File: src/rtl/tri_bbox_scanner.sv
// Triangle bounding-box scanner: latches three vertices, clamps their bounding box
// to the screen and streams every pixel of it in row-major order over valid/ready.
module tri_bbox_scanner #(
    parameter int COORD_W = 16,
    parameter int MAX_X   = 319,
    parameter int MAX_Y   = 239
) (
    input  logic                      HCLK,
    input  logic                      HRESETn,
    input  logic                      start,
    input  logic signed [COORD_W-1:0] x1,
    input  logic signed [COORD_W-1:0] y1,
    input  logic signed [COORD_W-1:0] x2,
    input  logic signed [COORD_W-1:0] y2,
    input  logic signed [COORD_W-1:0] x3,
    input  logic signed [COORD_W-1:0] y3,
    output logic                      busy,
    output logic                      done,
    output logic                      pix_valid,
    input  logic                      pix_ready,
    output logic [COORD_W-1:0]        pix_x,
    output logic [COORD_W-1:0]        pix_y,
    output logic                      pix_last
);

    typedef enum logic [1:0] {S_IDLE, S_SETUP, S_SCAN, S_DONE} state_t;

    localparam logic signed [COORD_W-1:0] LIM_X = COORD_W'(MAX_X);
    localparam logic signed [COORD_W-1:0] LIM_Y = COORD_W'(MAX_Y);
    localparam logic [COORD_W-1:0]        ONE   = COORD_W'(1);

    function automatic logic signed [COORD_W-1:0] min3(
        input logic signed [COORD_W-1:0] a,
        input logic signed [COORD_W-1:0] b,
        input logic signed [COORD_W-1:0] c
    );
        logic signed [COORD_W-1:0] m;
        m = (a < b) ? a : b;
        return (c < m) ? c : m;
    endfunction

    function automatic logic signed [COORD_W-1:0] max3(
        input logic signed [COORD_W-1:0] a,
        input logic signed [COORD_W-1:0] b,
        input logic signed [COORD_W-1:0] c
    );
        logic signed [COORD_W-1:0] m;
        m = (a > b) ? a : b;
        return (c > m) ? c : m;
    endfunction

    function automatic logic [COORD_W-1:0] clamp(
        input logic signed [COORD_W-1:0] v,
        input logic signed [COORD_W-1:0] hi
    );
        if (v[COORD_W-1]) return '0;
        if (v > hi)       return hi;
        return v;
    endfunction

    state_t r_state, w_state_next;

    logic signed [COORD_W-1:0] r_x1, r_y1, r_x2, r_y2, r_x3, r_y3;
    logic [COORD_W-1:0]        r_xmin, r_xmax, r_ymax;
    logic [COORD_W-1:0]        r_cx, r_cy;
    logic                      r_busy, r_done, r_pix_valid, r_pix_last;

    logic signed [COORD_W-1:0] w_xmin_raw, w_xmax_raw, w_ymin_raw, w_ymax_raw;
    logic [COORD_W-1:0]        w_xmin_c, w_xmax_c, w_ymin_c, w_ymax_c;
    logic [COORD_W-1:0]        w_cx_inc, w_cy_inc;
    logic                      w_empty, w_hs, w_row_end, w_last_row;

    assign w_xmin_raw = min3(r_x1, r_x2, r_x3);
    assign w_xmax_raw = max3(r_x1, r_x2, r_x3);
    assign w_ymin_raw = min3(r_y1, r_y2, r_y3);
    assign w_ymax_raw = max3(r_y1, r_y2, r_y3);

    assign w_xmin_c = clamp(w_xmin_raw, LIM_X);
    assign w_xmax_c = clamp(w_xmax_raw, LIM_X);
    assign w_ymin_c = clamp(w_ymin_raw, LIM_Y);
    assign w_ymax_c = clamp(w_ymax_raw, LIM_Y);

    // Emptiness must be judged before clamping, otherwise an off-screen box collapses onto an edge.
    assign w_empty = w_xmax_raw[COORD_W-1] || (w_xmin_raw > LIM_X) ||
                     w_ymax_raw[COORD_W-1] || (w_ymin_raw > LIM_Y);

    assign w_hs       = r_pix_valid && pix_ready;
    assign w_row_end  = (r_cx == r_xmax);
    assign w_last_row = (r_cy == r_ymax);
    assign w_cx_inc   = r_cx + ONE;
    assign w_cy_inc   = r_cy + ONE;

    // NOTE: the state register is the only thing in this block; all decisions live in always_comb.
    always_ff @(posedge HCLK or negedge HRESETn) begin
        if (!HRESETn) r_state <= S_IDLE;
        else          r_state <= w_state_next;
    end

    // NOTE: default assigned first so no path through the case leaves w_state_next unassigned (no latch).
    always_comb begin
        w_state_next = r_state;
        case (r_state)
            S_IDLE:  if (start) w_state_next = S_SETUP;
            S_SETUP: w_state_next = w_empty ? S_DONE : S_SCAN;
            S_SCAN:  if (w_hs && w_row_end && w_last_row) w_state_next = S_DONE;
            S_DONE:  w_state_next = S_IDLE;
            default: w_state_next = S_IDLE;
        endcase
    end

    // NOTE: non-blocking assignments throughout, so every register samples pre-edge values.
    always_ff @(posedge HCLK or negedge HRESETn) begin
        if (!HRESETn) begin
            r_x1        <= '0;
            r_y1        <= '0;
            r_x2        <= '0;
            r_y2        <= '0;
            r_x3        <= '0;
            r_y3        <= '0;
            r_xmin      <= '0;
            r_xmax      <= '0;
            r_ymax      <= '0;
            r_cx        <= '0;
            r_cy        <= '0;
            r_busy      <= 1'b0;
            r_done      <= 1'b0;
            r_pix_valid <= 1'b0;
            r_pix_last  <= 1'b0;
        end else begin
            r_busy <= (w_state_next != S_IDLE);
            r_done <= (w_state_next == S_DONE);
            case (r_state)
                S_IDLE: begin
                    if (start) begin
                        r_x1 <= x1;
                        r_y1 <= y1;
                        r_x2 <= x2;
                        r_y2 <= y2;
                        r_x3 <= x3;
                        r_y3 <= y3;
                    end
                end
                S_SETUP: begin
                    r_xmin      <= w_xmin_c;
                    r_xmax      <= w_xmax_c;
                    r_ymax      <= w_ymax_c;
                    r_cx        <= w_xmin_c;
                    r_cy        <= w_ymin_c;
                    r_pix_valid <= !w_empty;
                    r_pix_last  <= !w_empty && (w_xmin_c == w_xmax_c) && (w_ymin_c == w_ymax_c);
                end
                S_SCAN: begin
                    if (w_hs) begin
                        if (!w_row_end) begin
                            r_cx       <= w_cx_inc;
                            r_pix_last <= (w_cx_inc == r_xmax) && w_last_row;
                        end else if (!w_last_row) begin
                            r_cx       <= r_xmin;
                            r_cy       <= w_cy_inc;
                            r_pix_last <= (r_xmin == r_xmax) && (w_cy_inc == r_ymax);
                        end else begin
                            r_pix_valid <= 1'b0;
                            r_pix_last  <= 1'b0;
                        end
                    end
                end
                default: ;
            endcase
        end
    end

    assign busy      = r_busy;
    assign done      = r_done;
    assign pix_valid = r_pix_valid;
    assign pix_x     = r_cx;
    assign pix_y     = r_cy;
    assign pix_last  = r_pix_last;

endmodule

File: config.mk
export PLATFORM = sky130hd
export DESIGN_NAME = tri_bbox_scanner
export DESIGN_NICKNAME = d
export VERILOG_FILES = /design/src/rtl/tri_bbox_scanner.sv
export SDC_FILE = /design/constraint.sdc
export NUM_CORES = 1
export LEC_CHECK = 0
export ABC_AREA = 1
export BUFFER_PORTS_ARGS = -buffer_cell sky130_fd_sc_hd__buf_2
export CAP_MARGIN = 20
export CORE_MARGIN = 10
export CORE_UTILIZATION = 55
export CTS_BUF_LIST = sky130_fd_sc_hd__clkbuf_16
export CTS_CLUSTER_SIZE = 40
export DETAILED_ROUTE_END_ITERATION = 10
export GPL_TIMING_DRIVEN = 0
export PLACE_DENSITY = 0.84
export SLEW_MARGIN = 40
export SYNTH_ARGS = -nofsm -noshare
export SYNTH_HDL_FRONTEND = slang
export SYNTH_SLANG_ARGS = --single-unit
File: constraint.sdc
create_clock -name HCLK -period 11.4 [get_ports HCLK]
set_input_delay 2.28 -clock HCLK [delete_from_list [all_inputs] [get_ports HCLK]]
set_output_delay 2.28 -clock HCLK [all_outputs]
set_load 0.005 [all_outputs]
==> results.cfg, run 1 <==
[synthesis]
largest_family_of_logic_cells_by_synthesized_area = simple AND/OR/NAND/NOR gates
mappedNetlistNets = 1971
yosys-mux-area-fraction = 0.03397
leading_cell_types_by_count_after_synthesis = sky130_fd_sc_hd__nand2_1 (392), sky130_fd_sc_hd__inv_1 (194), sky130_fd_sc_hd__dfrtp_1 (179), sky130_fd_sc_hd__nor2_1 (164), sky130_fd_sc_hd__o21ai_0 (133)
async_reset_ff_frac = 1.000
synth_sequential_area_ratio = 0.3378
post_synth_xor_area_fraction = 0.04623
post_synth_inst_count = 1771
yosys.area_share.adder = 0.09435
synth-edff-count = 0
dominant_register_cell_in_the_synthesized_netlist = sky130_fd_sc_hd__dfrtp_1
postSynthAreaPerCell_um2 = 7.488
synth.most_common_cell = sky130_fd_sc_hd__nand2_1
synth.area.top_cells = sky130_fd_sc_hd__dfrtp_1 (34%), sky130_fd_sc_hd__nand2_1 (11%), sky130_fd_sc_hd__ha_1 (9.4%)
ys_seq_elements = 179
ys.warnings.count = 0
synthDominantAreaCellType = sky130_fd_sc_hd__dfrtp_1
synthSimpleGateAreaFrac = 0.2572
synthesized_area_fraction_occupied_by_ao_oa_aoi_and_oai_cells = 0.1540
area_share_of_the_leading_cell_type_in_the_synthesized_netlist = 0.3378
mappedNetlistArea_um2 = 13260
netlist-cell-type-count = 59

[sta]
timing_max_transition_violations_final = 0
setup_total_negative_slack_ns = 0
setup-violations-final = 0
hold_viol = 0
timing_worst_slew_pin_value_ns = 0.8720
relSlewSlack = 0.4186
clock.fmax_mhz = 166.5
finalClockSkew_ns = 0.01469
final.min_clock_period_ns = 6.006
grt_setup_unrepaired = no
layout_worst_path_cycle_share = 0.5268

[setup_path]
worstReg2RegStart = r_y1[15]
crit_path_frequent_cell = sky130_fd_sc_hd__nand2_1
worst_r2r_endpoint = pix_last
end_kind = flip-flop
reg2reg_setup_slack_ns = 5.39
crit_required_ns = 11.77
worst-path-max-fanout = 10
worst_setup_path_start_kind = flip-flop
arrival_ns = 6.38
max_stage_delay_ns = 0.43
worst-setup-path-type = reg2reg
reg2reg_depth = 35
critical_path.slowest_cell = sky130_fd_sc_hd__dfrtp_1

[cts]
clk-insertion-delay-late_ns = 0.45
cts.sinks = 179
clk_pin_slew_worst_paths_ns = 0.07
cts_inserted_buffers = 17
clock_root_buffer = sky130_fd_sc_hd__clkbuf_16
ctsLongestPathBuffers = 2
cts-resized-gates = 0
post-cts-setup-buffer-count = 0
cts_tree = yes
hold_buffers = 0
h-tree-depth = 4

[floorplan]
row_cnt = 56
fp.dieW_um = 175.3
die-height_um = 175.3
core-area_um2 = 23610
design.die.area_um2 = 30720
start_util = 0.5616
num_io_pins = 136

[hold_path]
hold_class = reg2reg
worst_hold_path.num_cells = 2
min_from = r_ymax[14]
terminating_pin_of_the_worst_hold_path = r_ymax[14]

[routing]
routed_wl_um = 37810
route.detailed.drc = 0
route.detailed.wl_per_inst_um = 16.74
routed-via-count = 12840
ant_nets = 0
vias_per_cell = 5.682
detailedRoute.firstIterationViolations = 1255
drt_pre_antenna_iters = 6

[global_route]
grt_pass1_wl_um = 61790
antenna_found_initial = 0
largest_net_degree_at_the_start_of_global_routing = 77
global_route.overflow_total = 0
via_count_of_the_first_global_routing_pass = 12400
grt_util_all_layers = 0.2430

[cells_and_area]
fraction_of_layout_instances_using_a_drive_strength_above_1 = 0.1510
finish.instance_area_um2 = 15010
count_of_inserted_antenna_diode_cells = 0
numnets_final = 2127
area.growth.synth_to_final_pct = 13.16

[placed_design]
placed_cell_area_um2 = 14400
place_hpwl_um = 29430
numPortBuffers = 135
place_congestion = 0.9694

[outcome]
outcome = completed

[job]
drv.max_cap_violation_count = 0

[power_and_ir_drop]
cell_leakage_power_uw = 0.007715
power.density_nw_per_um2 = 96.35
peak_supply_drop_mv = 0.09071
[cells by family after synthesis]
logic type	after synthesis
AO/OA/AOI/OAI	364
multiplexers	40
flip-flops	179
AND/OR/NAND/NOR	758
XOR/XNOR	70
adder cells (fa/ha/maj)	100
buffers and inverters	260
[cell usage in the layout, fill, tap and decap left out, drive strengths merged, types with 59 or more instances in the layout]
| cell type | synthesis | layout |
|---|---|---|
| nand2 | 421 | 421 |
| nand3 | 89 | 89 |
| ha | 100 | 100 |
| buf | 16 | 153 |
| nor2 | 171 | 171 |
| clkbuf | 42 | 59 |
| a21oi | 127 | 127 |
| inv | 200 | 210 |
| dfrtp | 179 | 179 |
| o21ai | 179 | 179 |
[flip-flops by register name, indices dropped and copies added, names as in the netlist]
| signal | flops |
|---|---|
| pix_y | 16 |
| r_xmax | 15 |
| done | 1 |
| r_ymax | 15 |
| r_y3 | 16 |
| pix_x | 16 |
| r_x1 | 16 |
| r_xmin | 15 |
| r_x2 | 16 |
| r_state | 2 |
| r_y2 | 16 |
| busy | 1 |
| pix_valid | 1 |
| pix_last | 1 |
| r_x3 | 16 |
| r_y1 | 16 |
[critical path: cells and delay by family, from the launching register on]
kind | cells | cell delay, ns
AND/OR/NAND/NOR | 18 | 2.15
AO/OA/AOI/OAI | 10 | 1.89
buffers and inverters | 5 | 0.74
adder cells (fa/ha/maj) | 2 | 0.70
flip-flops | 1 | 0.43
[how the worst max path moves through the flow]
stage | from | endpoint
final | r_y1[15] | pix_last
after global routing | r_y2[13] | pix_last
after floorplan | r_y1[15] | pix_last
after global placement | HRESETn | r_x2[9]
after detailed placement | r_y1[15] | pix_last
after CTS | r_y1[15] | pix_last
[report_power, final]
group,switching [µW],total [µW],internal (µW)
combinational,83.9,148,63.8
clock,299,634,334
sequential,17.5,665,647
total,401,1450,1050
[area by class of cell]
type | count | area, µm²
Buffer | 58 | 256.5
Clock buffer | 17 | 425.4
Clock inverter | 15 | 180.2
Fill cell | 1985 | 8606
Inverter | 202 | 758.2
Multi-Input combinational cell | 1332 | 7767
Sequential cell | 179 | 4479
Tap cell | 319 | 399.1
Timing Repair Buffer | 137 | 740.7
[stage by stage]
step                cells  total power (µW)  utilization  hold WS, ns  setup WS [ns]
global placement     2225             815.4       0.6071       0.4931          5.213
floorplan            1771             754.9            -       0.4722          6.580
detailed placement   2227             823.2       0.6099       0.4962          5.580
finish               2259              1446       0.6355       0.5115          5.394
global route         2259              1495       0.6355       0.5220          4.830
CTS                  2259              1449       0.6355       0.5147          5.509
[routing by layer]
metal  vias up  wire length [µm]  track usage
li1       6231                 -            -
met1      6013             16490       0.3224
met2       522             17550       0.3959
met3        69              2842      0.04225
met4         0               926      0.07559
met5         -                 0            0
Power figures use the tool's default switching activity.
==> inputs of run 2 (changes only) <==
- PLACE_DENSITY: 0.84 -> 0.87
- clock period: 11.4 -> 5.3 ns (I/O delays scaled with it)
==> results.cfg, run 2 (synthesis gave the netlist of run 1 again) <==
[outcome]
outcome = completed

[cells_and_area]
count_of_inserted_antenna_diode_cells = 0
leading_cell_types_in_the_layout_fill_and_taps_excluded = sky130_fd_sc_hd__nand2_1 (379), sky130_fd_sc_hd__inv_1 (176), sky130_fd_sc_hd__dfrtp_1 (174)
fraction_of_layout_instances_using_a_drive_strength_above_1 = 0.2145
numnets_final = 2164
mostFrequentLayoutCell = sky130_fd_sc_hd__nand2_1
register_area_um2 = 4486
filler_cell_count = 1883
multi_input_comb_area_um2 = 8174
area.growth.synth_to_final_pct = 18.33
finish.instance_area_um2 = 15690

[placed_design]
place_congestion = 0.9646
detailedPlace.worstSlack_ns = -0.4686
placed_cell_area_um2 = 14400
numPortBuffers = 135
place_hpwl_um = 29890

[global_route]
grt_util_all_layers = 0.2484
via_count_of_the_first_global_routing_pass = 12780
grt_pass1_wl_um = 63300
global_route.overflow_total = 0
antenna_found_initial = 0
largest_net_degree_at_the_start_of_global_routing = 76

[setup_path]
worst_r2r_endpoint = pix_last
worstReg2RegStart = r_y1[1]
reg2reg_setup_slack_ns = 0.02
worst_setup_path_start_kind = flip-flop
end_kind = flip-flop
crit_required_ns = 5.68
max_stage_delay_ns = 0.44
worst-setup-path-type = reg2reg
setup.worst_path.end = pix_last
crit_path_frequent_cell = sky130_fd_sc_hd__nand2_1
timing.critical_path.from = r_y1[1]
arrival_ns = 5.65
critical_path.slowest_cell = sky130_fd_sc_hd__dfrtp_1
reg2reg_depth = 39
worst-path-max-fanout = 6

[routing]
drt_pre_antenna_iters = 6
detailedRoute.firstIterationViolations = 1508
route.detailed.wl_per_inst_um = 18.04
routed-via-count = 13540
routed_wl_um = 41420
ant_nets = 0
route.detailed.drc = 0
vias_per_cell = 5.895

[cts]
cts.sinks = 179
cts_inserted_buffers = 17
cts_tree = yes
ctsLongestPathBuffers = 2
h-tree-depth = 4
hold_buffers = 0
clk-insertion-delay-late_ns = 0.45
clk_pin_slew_worst_paths_ns = 0.07
clock_root_buffer = sky130_fd_sc_hd__clkbuf_16

[job]
drv.max_cap_violation_count = 0

[floorplan]
die-height_um = 175.3
num_io_pins = 136
row_cnt = 56
fp.dieW_um = 175.3
core-area_um2 = 23610
start_util = 0.5616
design.die.area_um2 = 30720

[sta]
layout_worst_path_cycle_share = 0.9958
timing_max_transition_violations_final = 0
worst_setup_slack_final_ns = 0.02203
final.min_clock_period_ns = 5.278
hold-worst-slack_ns = 0.4615
setup_total_negative_slack_ns = 0
relSlewSlack = 0.4392
setup-violations-final = 0
timing_worst_slew_pin_value_ns = 0.8411
finalClockSkew_ns = 0.01418
hold_viol = 0
clock.fmax_mhz = 189.5

[power_and_ir_drop]
peak_supply_drop_mv = 0.1944
cell_leakage_power_uw = 0.007932
power.density_nw_per_um2 = 190.1

[hold_path]
hold_class = in2async
[run 2: changes by cell type in the layout (fill, tap and decap cells not counted), sizes merged]
cell and delta:
a31o +1, clkbuf -2, buf +38, clkinvlp -1
clkinv +7, bufinv -2, inv -4
[run 2: metal layers]
layer  up-vias  global-route usage  share of wire
met5         -                   0              0
met4         0              0.1053          0.045
met3       164             0.04118          0.094
met2       787              0.4039           0.46
met1      6285              0.3210           0.40
li1       6299                   -              -
[run 2: critical path, delay by kind of cell (launching register included)]
| family | cells | cell delay [ns] |
|---|---|---|
| flip-flops | 1 | 0.44 |
| adder cells (fa/ha/maj) | 2 | 0.58 |
| buffers and inverters | 3 | 0.32 |
| AO/OA/AOI/OAI | 8 | 1.05 |
| AND/OR/NAND/NOR | 26 | 2.80 |
[run 2: cell type report]
type / instances / area share
multi-input cells: 1333 / 0.5209
flip-flops and latches: 179 / 0.2858
repair buffers: 174 / 0.06498
inverters: 202 / 0.04832
clock buffers: 17 / 0.02711
well taps: 319 / 0.02543
plain buffers: 57 / 0.01953
clock inverters: 15 / 0.007893
[run 2: metrics by stage]
step | utilization | std cells | power, µW
floorplan | - | 1771 | 1624
global placement | 0.6071 | 2225 | 1755
detailed placement | 0.6099 | 2227 | 1769
CTS | 0.6405 | 2267 | 2977
global route | 0.6646 | 2296 | 3089
finish | 0.6646 | 2296 | 2983
[run 2: timing repair]
item,in CTS,in global routing
cloned,0,2
pin swaps,7,35
hold endpoints to repair,0,0
setup endpoints to repair,11,18
gates resized for setup,34,126
setup buffers,9,27
[run 2: how the worst min path moves through the flow]
stage,startpoint,end
final,HRESETn,pix_y[10]
after global routing,HRESETn,pix_y[10]
after CTS,HRESETn,pix_y[10]
after detailed placement,r_ymax[5],r_ymax[5]
after global placement,r_ymax[13],r_ymax[13]
after floorplan,r_ymax[5],r_ymax[5]
[run 2: where the power goes]
group | leakage [µW] | internal, µW | switching (µW)
Sequential | 0.00209 | 1390 | 36.8
Combinational | 0.00557 | 137 | 183
Clock | 0.000271 | 612 | 621
==> inputs of run 3 (changes only) <==
- PLACE_DENSITY: 0.87 -> 0.84
- clock period: 5.3 -> 5.5 ns (I/O delays scaled with it)
==> results.cfg, run 3 (synthesis gave the netlist of run 1 again) <==
[global_route]
largest_net_degree_at_the_start_of_global_routing = 77
grt_util_all_layers = 0.2442
grt_pass1_wl_um = 62130
global_route.overflow_total = 0
via_count_of_the_first_global_routing_pass = 12460
antenna_found_initial = 0

[outcome]
outcome = completed

[power_and_ir_drop]
net-switching-power_uw = 834.3
combinationalPowerShare = 0.102
cell_leakage_power_uw = 0.007853
power.total_uw = 3001
internal_dissipation_uw = 2166
clock_power_share = 0.439
peak_supply_drop_mv = 0.1890
seqPwrFrac = 0.459
power_switching_share = 0.2780
power.density_nw_per_um2 = 193.9

[cts]
clk_pin_slew_worst_paths_ns = 0.08
cts_inserted_buffers = 17
cts_tree = yes
clock_root_buffer = sky130_fd_sc_hd__clkbuf_16
clk-insertion-delay-late_ns = 0.45
hold_buffers = 0
h-tree-depth = 4
ctsLongestPathBuffers = 2
cts.sinks = 179

[setup_path]
worstReg2RegStart = r_y2[6]
crit_path_frequent_cell = sky130_fd_sc_hd__nand2_1
worst-path-max-fanout = 10
worst-setup-path-type = reg2reg
crit_required_ns = 5.88
reg2reg_depth = 38
worst_setup_path_start_kind = flip-flop
critical_path.slowest_cell = sky130_fd_sc_hd__dfrtp_1
arrival_ns = 5.69
end_kind = flip-flop
reg2reg_setup_slack_ns = 0.19
worst_r2r_endpoint = pix_last
max_stage_delay_ns = 0.39

[floorplan]
core-area_um2 = 23610
num_io_pins = 136
design.die.area_um2 = 30720
row_cnt = 56
die-height_um = 175.3
start_util = 0.5616
fp.dieW_um = 175.3

[cells_and_area]
register_area_um2 = 4483
layout.core_utilization = 0.6555
filler_cell_count = 1909
area.growth.synth_to_final_pct = 16.72
numnets_final = 2148
fraction_of_layout_instances_using_a_drive_strength_above_1 = 0.1912
leading_cell_types_in_the_layout_fill_and_taps_excluded = sky130_fd_sc_hd__nand2_1 (387), sky130_fd_sc_hd__inv_1 (182), sky130_fd_sc_hd__dfrtp_1 (176)
count_of_inserted_antenna_diode_cells = 0
multi_input_comb_area_um2 = 8035
mostFrequentLayoutCell = sky130_fd_sc_hd__nand2_1

[sta]
relSlewSlack = 0.4157
clock.fmax_mhz = 188.2
hold_viol = 0
timing_max_transition_violations_final = 0
layout_worst_path_cycle_share = 0.9662
final.min_clock_period_ns = 5.314
finalClockSkew_ns = 0.01536
setup-violations-final = 0
timing_worst_slew_pin_value_ns = 0.8765

[placed_design]
place_hpwl_um = 29430
place_congestion = 0.9694
numPortBuffers = 135

[routing]
ant_nets = 0
drt_pre_antenna_iters = 8
detailedRoute.firstIterationViolations = 1323
route.detailed.wl_per_inst_um = 17.12
route.detailed.drc = 0
vias_per_cell = 5.725
routed_wl_um = 39030
routed-via-count = 13050

[hold_path]
hold_class = reg2reg
terminating_pin_of_the_worst_hold_path = r_ymax[14]
worst_hold_path.num_cells = 2
min_from = r_ymax[14]

[job]
drv.max_cap_violation_count = 0
## run 3: layout make-up
cell class	instances	area share
multi-input combinational	1332	0.5191
sequential	179	0.2896
timing repair buffer	158	0.05804
inverter	202	0.04899
clock buffer	17	0.02748
tap	319	0.02579
buffer	58	0.01932
clock inverter	15	0.01164
## run 3: what timing repair did
action | CTS | global route
pin swaps | 2 | 17
buffers inserted | 1 | 20
gates resized for setup | 19 | 85
endpoints found under the setup margin | 3 | 20
## run 3: stage by stage
step	setup slack, ns	hold slack, ns	std cells	instance area, µm²	TNS [ns]
6_report	0.1859	0.5113	2280	15480	0
5_1_grt	-0.08705	0.5220	2280	15480	-0.08705
4_1_cts	0.02642	0.5147	2260	15080	0
3_5_place_dp	-0.3203	0.4962	2227	14400	-0.3203
3_3_place_gp	-0.1402	0.4931	2225	14340	-0.1402
2_1_floorplan	0.6802	0.4722	1771	13260	0
## run 3: power by group through the flow
stage | logic, µW | registers (µW) | clock network [µW]
detailed placement | 303 | 1400 | 0
global route | 347 | 1380 | 1370
global placement | 289 | 1400 | 0
CTS | 306 | 1380 | 1320
finish | 306 | 1380 | 1320
floorplan | 167 | 1400 | 0
## run 3: how the worst max path moves through the flow
| stage | start | end | slack [ns] | cells after the start |
|---|---|---|---|---|
| 2_1_floorplan | r_y1[15] | pix_last | 0.68 | 37 |
| 3_3_place_gp | r_y1[15] | pix_last | -0.14 | 35 |
| 3_5_place_dp | r_y1[15] | pix_last | -0.32 | 35 |
| 4_1_cts | r_x1[15] | pix_last | 0.03 | 37 |
| 5_1_grt | r_y2[6] | pix_last | -0.09 | 41 |
| 6_report | r_y2[6] | pix_last | 0.19 | 38 |
## run 3: layer usage
layer / up-vias / track usage / routed length, µm
met2: 546 / 0.3975 / 18210
met3: 85 / 0.04289 / 2824
li1: 6266 / - / -
met4: 0 / 0.07842 / 1044
met1: 6155 / 0.3231 / 16940
met5: - / 0 / 0
## run 3: critical path, delay by kind of cell, from the launching register on
family | cells | cell delay (ns)
AND/OR/NAND/NOR | 19 | 1.76
AO/OA/AOI/OAI | 9 | 1.44
buffers and inverters | 8 | 1.10
adder cells (fa/ha/maj) | 2 | 0.56
flip-flops | 1 | 0.39
